--- src/rtl/pipe_ctrl_pkg.sv ---
// Shared definitions for the pipeline stall/flush controller: state
// encoding, default memory timeout and the pipeline control bundle.
package pipe_ctrl_pkg;

    // FSM state encoding (IDLE must be zero so reset lands there)
    typedef logic [2:0] state_t;

    localparam state_t ST_IDLE     = 3'd0;
    localparam state_t ST_RUN      = 3'd1;
    localparam state_t ST_MEM_WAIT = 3'd2;
    localparam state_t ST_RELEASE  = 3'd3;
    localparam state_t ST_HALT     = 3'd4;

    // MEM_WAIT cycles tolerated without an ack before giving up
    localparam int DEFAULT_TIMEOUT_CYC = 64;

    // Controls applied to the pipeline registers in the current cycle
    typedef struct packed {
        logic pc_write;
        logic if_id_write;
        logic if_id_flush;
        logic id_ex_bubble;
        logic pipe_hold;
    } ctrl_t;

    // Free-running pipeline: PC and IF/ID advance, nothing flushed or held
    function automatic ctrl_t ctrl_run();
        ctrl_t c;
        c.pc_write     = 1'b1;
        c.if_id_write  = 1'b1;
        c.if_id_flush  = 1'b0;
        c.id_ex_bubble = 1'b0;
        c.pipe_hold    = 1'b0;
        return c;
    endfunction

    // Whole pipeline frozen in place
    function automatic ctrl_t ctrl_freeze();
        ctrl_t c;
        c.pc_write     = 1'b0;
        c.if_id_write  = 1'b0;
        c.if_id_flush  = 1'b0;
        c.id_ex_bubble = 1'b0;
        c.pipe_hold    = 1'b1;
        return c;
    endfunction

endpackage

--- src/rtl/stall_sat_counter.sv ---
// Saturating up-counter with enable and asynchronous active-low clear.
module stall_sat_counter #(
    parameter int W = 16
) (
    input  logic         clk,
    input  logic         rst_n,
    input  logic         en,
    output logic [W-1:0] count
);

    // Count enabled cycles, sticking at all-ones once reached
    always_ff @(posedge clk or negedge rst_n) begin
        if (!rst_n) begin
            count <= '0;
        end else if (en && (count != {W{1'b1}})) begin
            count <= count + 1'b1;
        end
    end

endmodule

--- src/rtl/pipe_stall_ctrl.sv ---
// Central stall/flush responder for the 5-stage pipeline. Arbitrates the
// data-memory freeze, load-use stall and branch flush, drives the pipeline
// register controls, counts stall cycles and flags memory timeouts.
//
// Memory handshake: dmem_start_o is a one-cycle pulse issued in RUN when
// dmem_req_i is high; the memory answers later with a one-cycle dmem_ack_i
// (never in the start cycle). Acks are only honoured in MEM_WAIT.
module pipe_stall_ctrl
    import pipe_ctrl_pkg::*;
#(
    parameter int STALL_CNT_W = 16,
    parameter int TIMEOUT_CYC = DEFAULT_TIMEOUT_CYC,
    parameter int TMO_W       = 8
) (
    input  logic                   clk_i,
    input  logic                   rst_i,
    input  logic                   start_i,
    input  logic                   hdu_stall_i,
    input  logic                   branch_taken_i,
    input  logic                   dmem_req_i,
    input  logic                   dmem_ack_i,
    output logic                   pc_write_o,
    output logic                   if_id_write_o,
    output logic                   if_id_flush_o,
    output logic                   id_ex_bubble_o,
    output logic                   pipe_hold_o,
    output logic                   dmem_start_o,
    output logic [STALL_CNT_W-1:0] stall_cnt_o,
    output logic                   timeout_o
);

    localparam logic [TMO_W-1:0] WAIT_LAST = TMO_W'(TIMEOUT_CYC - 1);

    state_t           state;
    state_t           state_next;
    ctrl_t            ctrl;
    logic [TMO_W-1:0] wait_cnt;
    logic             wait_clr;
    logic             wait_inc;
    logic             tmo_set;
    logic             stall_en;

    // Mealy arbitration: controls and next state from state plus requests
    always_comb begin
        ctrl         = ctrl_run();
        dmem_start_o = 1'b0;
        state_next   = state;
        wait_clr     = 1'b0;
        wait_inc     = 1'b0;
        tmo_set      = 1'b0;
        case (state)
            ST_IDLE: begin
                ctrl = ctrl_freeze();
                if (start_i) begin
                    state_next = ST_RUN;
                end
            end
            ST_RUN: begin
                if (dmem_req_i) begin
                    // Memory freeze overrides hazards; they re-evaluate later
                    ctrl         = ctrl_freeze();
                    dmem_start_o = 1'b1;
                    wait_clr     = 1'b1;
                    state_next   = ST_MEM_WAIT;
                end else if (hdu_stall_i) begin
                    // Branch suppressed: it re-resolves with correct operands
                    ctrl.pc_write     = 1'b0;
                    ctrl.if_id_write  = 1'b0;
                    ctrl.id_ex_bubble = 1'b1;
                end else if (branch_taken_i) begin
                    ctrl.if_id_flush = 1'b1;
                end
            end
            ST_MEM_WAIT: begin
                ctrl = ctrl_freeze();
                if (dmem_ack_i) begin
                    state_next = ST_RELEASE;
                end else if (wait_cnt == WAIT_LAST) begin
                    state_next = ST_HALT;
                    tmo_set    = 1'b1;
                end else begin
                    wait_inc = 1'b1;
                end
            end
            ST_RELEASE: begin
                // dmem_req_i still belongs to the finished access: ignore it
                if (hdu_stall_i) begin
                    ctrl.pc_write     = 1'b0;
                    ctrl.if_id_write  = 1'b0;
                    ctrl.id_ex_bubble = 1'b1;
                end else if (branch_taken_i) begin
                    ctrl.if_id_flush = 1'b1;
                end
                state_next = ST_RUN;
            end
            ST_HALT: begin
                ctrl = ctrl_freeze();
            end
            default: begin
                ctrl       = ctrl_freeze();
                state_next = ST_IDLE;
            end
        endcase
    end

    assign pc_write_o     = ctrl.pc_write;
    assign if_id_write_o  = ctrl.if_id_write;
    assign if_id_flush_o  = ctrl.if_id_flush;
    assign id_ex_bubble_o = ctrl.id_ex_bubble;
    assign pipe_hold_o    = ctrl.pipe_hold;

    // State register
    always_ff @(posedge clk_i or negedge rst_i) begin
        if (!rst_i) begin
            state <= ST_IDLE;
        end else begin
            state <= state_next;
        end
    end

    // MEM_WAIT cycle counter, cleared when an access is launched
    always_ff @(posedge clk_i or negedge rst_i) begin
        if (!rst_i) begin
            wait_cnt <= '0;
        end else if (wait_clr) begin
            wait_cnt <= '0;
        end else if (wait_inc) begin
            wait_cnt <= wait_cnt + 1'b1;
        end
    end

    // Sticky timeout flag, cleared only by reset
    always_ff @(posedge clk_i or negedge rst_i) begin
        if (!rst_i) begin
            timeout_o <= 1'b0;
        end else if (tmo_set) begin
            timeout_o <= 1'b1;
        end
    end

    // Stall cycles are counted only while the pipeline is live
    assign stall_en = ((state == ST_RUN) || (state == ST_MEM_WAIT) ||
                       (state == ST_RELEASE)) && !ctrl.pc_write;

    stall_sat_counter #(
        .W (STALL_CNT_W)
    ) u_stall_cnt (
        .clk   (clk_i),
        .rst_n (rst_i),
        .en    (stall_en),
        .count (stall_cnt_o)
    );

endmodule

--- config.mk ---
export PLATFORM = sky130hd
export DESIGN_NAME = pipe_stall_ctrl
export DESIGN_NICKNAME = d
export VERILOG_FILES = /design/src/rtl/pipe_ctrl_pkg.sv /design/src/rtl/stall_sat_counter.sv /design/src/rtl/pipe_stall_ctrl.sv
export SDC_FILE = /design/constraint.sdc
export NUM_CORES = 1
export LEC_CHECK = 0
export CAP_MARGIN = 20
export CORE_ASPECT_RATIO = 1.2
export CORE_MARGIN = 4
export CORE_UTILIZATION = 45
export CTS_BUF_LIST = sky130_fd_sc_hd__clkbuf_8
export DETAILED_ROUTE_END_ITERATION = 16
export GPL_TIMING_DRIVEN = 0
export PLACE_DENSITY_LB_ADDON = 0.3
export SYNTH_ARGS = -nofsm -noshare
export SYNTH_HDL_FRONTEND = slang
export SYNTH_SLANG_ARGS = --single-unit
--- constraint.sdc ---
create_clock -name clk_i -period 3.8 [get_ports clk_i]
set_clock_uncertainty 0.05 [all_clocks]
set_input_delay 0.95 -clock clk_i [delete_from_list [all_inputs] [get_ports clk_i]]
set_output_delay 0.95 -clock clk_i [all_outputs]
set_load 0.02 [all_outputs]
==> impl_metrics.yaml <==
run_status:
  status: "finished clean"
yosys:
  synth-xor-area-share_pct: 8.628
  synth-simple-area-share_pct: 26.38
  synth_compound_area_share_pct: 8.217
  synthesis.area_sq_um: 1523
  yosys-top-cells-area: "dfrtp_1 (46%), xnor2_1 (8.6%), nand3_1 (3.9%)"
  syn_avg_cell_area_sq_um: 10.29
  muxShareOfSynthArea_pct: 5.505
  ys_types: 37
  yosysSeqAreaShare_pct: 46.01
  synth_area_leader_cell: "dfrtp_1"
  synth_top_family_by_area: "simple AND/OR/NAND/NOR gates"
  yosysWarningCount: 0
  synth_top_area_share_pct: 46.01
  ys_seq_elements: 28
  synth_fa_ha_area_share_pct: 1.643
  synth_nets: 157
  synth_cells: 148
setup_path:
  crit_top_cell: "clkdlybuf4s50_1"
  endpoint_kind: "output pin"
  cp_max_fo: 4
  critical_path_required_ps: 2800
  cp-start-kind: "primary input"
  critical_path_class: "in -> out"
  crit_arrival_ps: 2520
  slowest_delay_ps: 530
  critPathSlowestCell: "clkdlybuf4s50_1"
  worstPathCellList: "clkdlybuf4s50_1 > inv_1 > o21ai_1 > nor2_1 > and2_1 > clkdlybuf4s50_1"
global_routing:
  grt_pass1_vias: 1211
  grt_use_total_pct: 15.80
  grt_max_degree: 21
  overflow: 0
  antenna_found_initial: 0
  grt_pass1_wl_microns: 5395
cts:
  path_clk_slew_ps: 90
  cts_htree_levels: 1
  cts_tree: "built"
  cts_sinks: 28
  cts-hold-fix-buffers: 0
  cts_buffer_depth: 2
  cts_buffers: 3
  cts_resized: 0
  clockRootBuffer: "clkbuf_8"
  clkLatencyLatePin_ps: 270
  postCtsSetupRepairBufs: 0
finish:
  antenna_cells: 0
  area_delta_synth_final_pct: 26.54
  fin_area_sq_um: 1927
  layout_commonest_cell: "clkdlybuf4s50_1"
  finalNetCount: 192
  drive_gt1_share_pct: 9.392
  final_cell_mix: "clkdlybuf4s50_1 (29), dfrtp_1 (28), xnor2_1 (15), nand3_1 (12), nand2_1 (12)"
routing:
  routedWlPerCell_microns: 14.73
  drt_iter0_drc: 63
  drcViolationCount: 0
  vias: 1200
  drt_first_pass_iters: 4
  drtAntennaViolNets: 0
  routed_wl_microns: 3197
  vias_per_cell: 5.530
floorplan:
  rows: 22
  core_sq_um: 3166
  die-height_microns: 71.72
  start_util_pct: 48.10
  io_pins: 30
  die_x_microns: 61.10
  dieArea_sq_um: 4382
place:
  hpwl_microns: 2390
  portBuffers: 29
  place_area_sq_um: 1886
  dp_slack_ps: 157.2
  place_congestion: 0.7916
power_and_ir_drop:
  pwr-share-clk_pct: 15.8
  p_leak_nw: 0.8320
  power_density_nw_per_um2: 516.4
  seqPwrFrac_pct: 40.8
  finalPower_mw: 0.9950
  vdd_drop_max_mv: 0.4896
  switching_share_pct: 36.67
  combPwrFrac_pct: 43.4
  internal_power_mw: 0.6301
  switchingPower_mw: 0.3649
sta:
  drv_slew: 0
  slew_headroom_pct: 66.63
  finalSetupViolations: 0
  grt_setup_unrepaired: "false"
  timing.final.crit_share_pct: 92.60
  worst_slack_ps: 281.3
  period_needed_ps: 3519
  worstMarginPinSlew_ps: 499.0
  fmax_ghz: 0.2842
  report.final.hold_viol_count: 0
  fin_setup_tns_ps: 0
hold_path:
  hp-class: "reg -> reg"
flow_run:
  cap_violations: 0
-- path summary, 6_finish.rpt --
| check | from | end | slack, ps | depth (start not counted) |
|---|---|---|---|---|
| worst max-delay path | dmem_req_i | if_id_flush_o | 280 | 6 |
| worst min-delay path | timeout_o | timeout_o | 440 | 1 |
| worst max register to register | u_stall_cnt.count[5] | u_stall_cnt.count[1] | 1890 | 5 |
| worst min register to register | timeout_o | timeout_o | 440 | 1 |
| max in group asynchronous | rst_i | u_stall_cnt.count[8] | 2270 | 2 |
| min in group asynchronous | rst_i | wait_cnt[7] | 960 | 1 |
-- through the flow --
| step | util, % | instances | hold slack, ps |
|---|---|---|---|
| 6_report | 60.87 | 217 | 444.4 |
| 5_1_grt | 60.87 | 217 | 470.7 |
| 4_1_cts | 60.87 | 217 | 449.7 |
| 3_5_place_dp | 59.57 | 214 | 425.4 |
| 3_3_place_gp | 58.70 | 213 | 410.1 |
| 2_1_floorplan | - | 148 | 409.8 |
-- sequential cells by signal, summed over array words and instances (netlist names) --
name	flops
u_stall_cnt.count	16
wait_cnt	8
timeout_o	1
state	3
-- critical path: cells and delay by family --
family / cells / cell delay [ps]
compound gates: 1 / 200
simple gates: 2 / 260
buf+inv: 3 / 1110
-- power groups by stage --
stage               sequential (mW)  clock, mW  combinational, mW
floorplan                     0.443          0              0.232
global placement              0.407          0              0.419
detailed placement            0.411          0              0.433
CTS                           0.407      0.162              0.436
global route                  0.417      0.177              0.476
finish                        0.406      0.157              0.432
-- final cells by class --
class | count | area (sq um)
timing repair buffer | 30 | 317.8
tap | 36 | 45.04
inverter | 4 | 15.01
fill | 286 | 1239
multi-input combinational | 109 | 767.0
clock buffer | 3 | 41.29
sequential | 28 | 700.7
buffer | 7 | 40.04
-- per-layer routing --
layer	routed length (microns)	share of wire (%)	GRT usage, %
met1	1501	47	21.79
met2	1525	48	24.47
met3	153	4.8	2.523
met4	17	0.53	6.024
met5	0	0	0
-- cells by family (layout without fill, tap and decap cells) --
kind of cell    after synthesis  count (layout)
flops                        28              28
simple gates                 68              68
xor+xnor                     15              15
mux                           8               8
compound gates               16              16
fa+ha+maj                     2               2
buf+inv                      11              44
-- synth_stat cells, drive strengths merged --
master	number
a211o	1
a211oi	2
a21bo	1
a21oi	6
a31oi	3
and2	2
and3	9
and4	3
and4bb	1
buf	5
clkbuf	2
dfrtp	28
ha	2
inv	4
mux2	3
mux2i	5
nand2	12
nand2b	1
nand3	12
nand3b	5
nand4	5
nand4b	2
nor2	11
nor2b	1
nor3	1
nor4	1
o21ai	2
o21bai	1
or2	1
or4b	1
xnor2	15
Power figures use the tool's default switching activity.
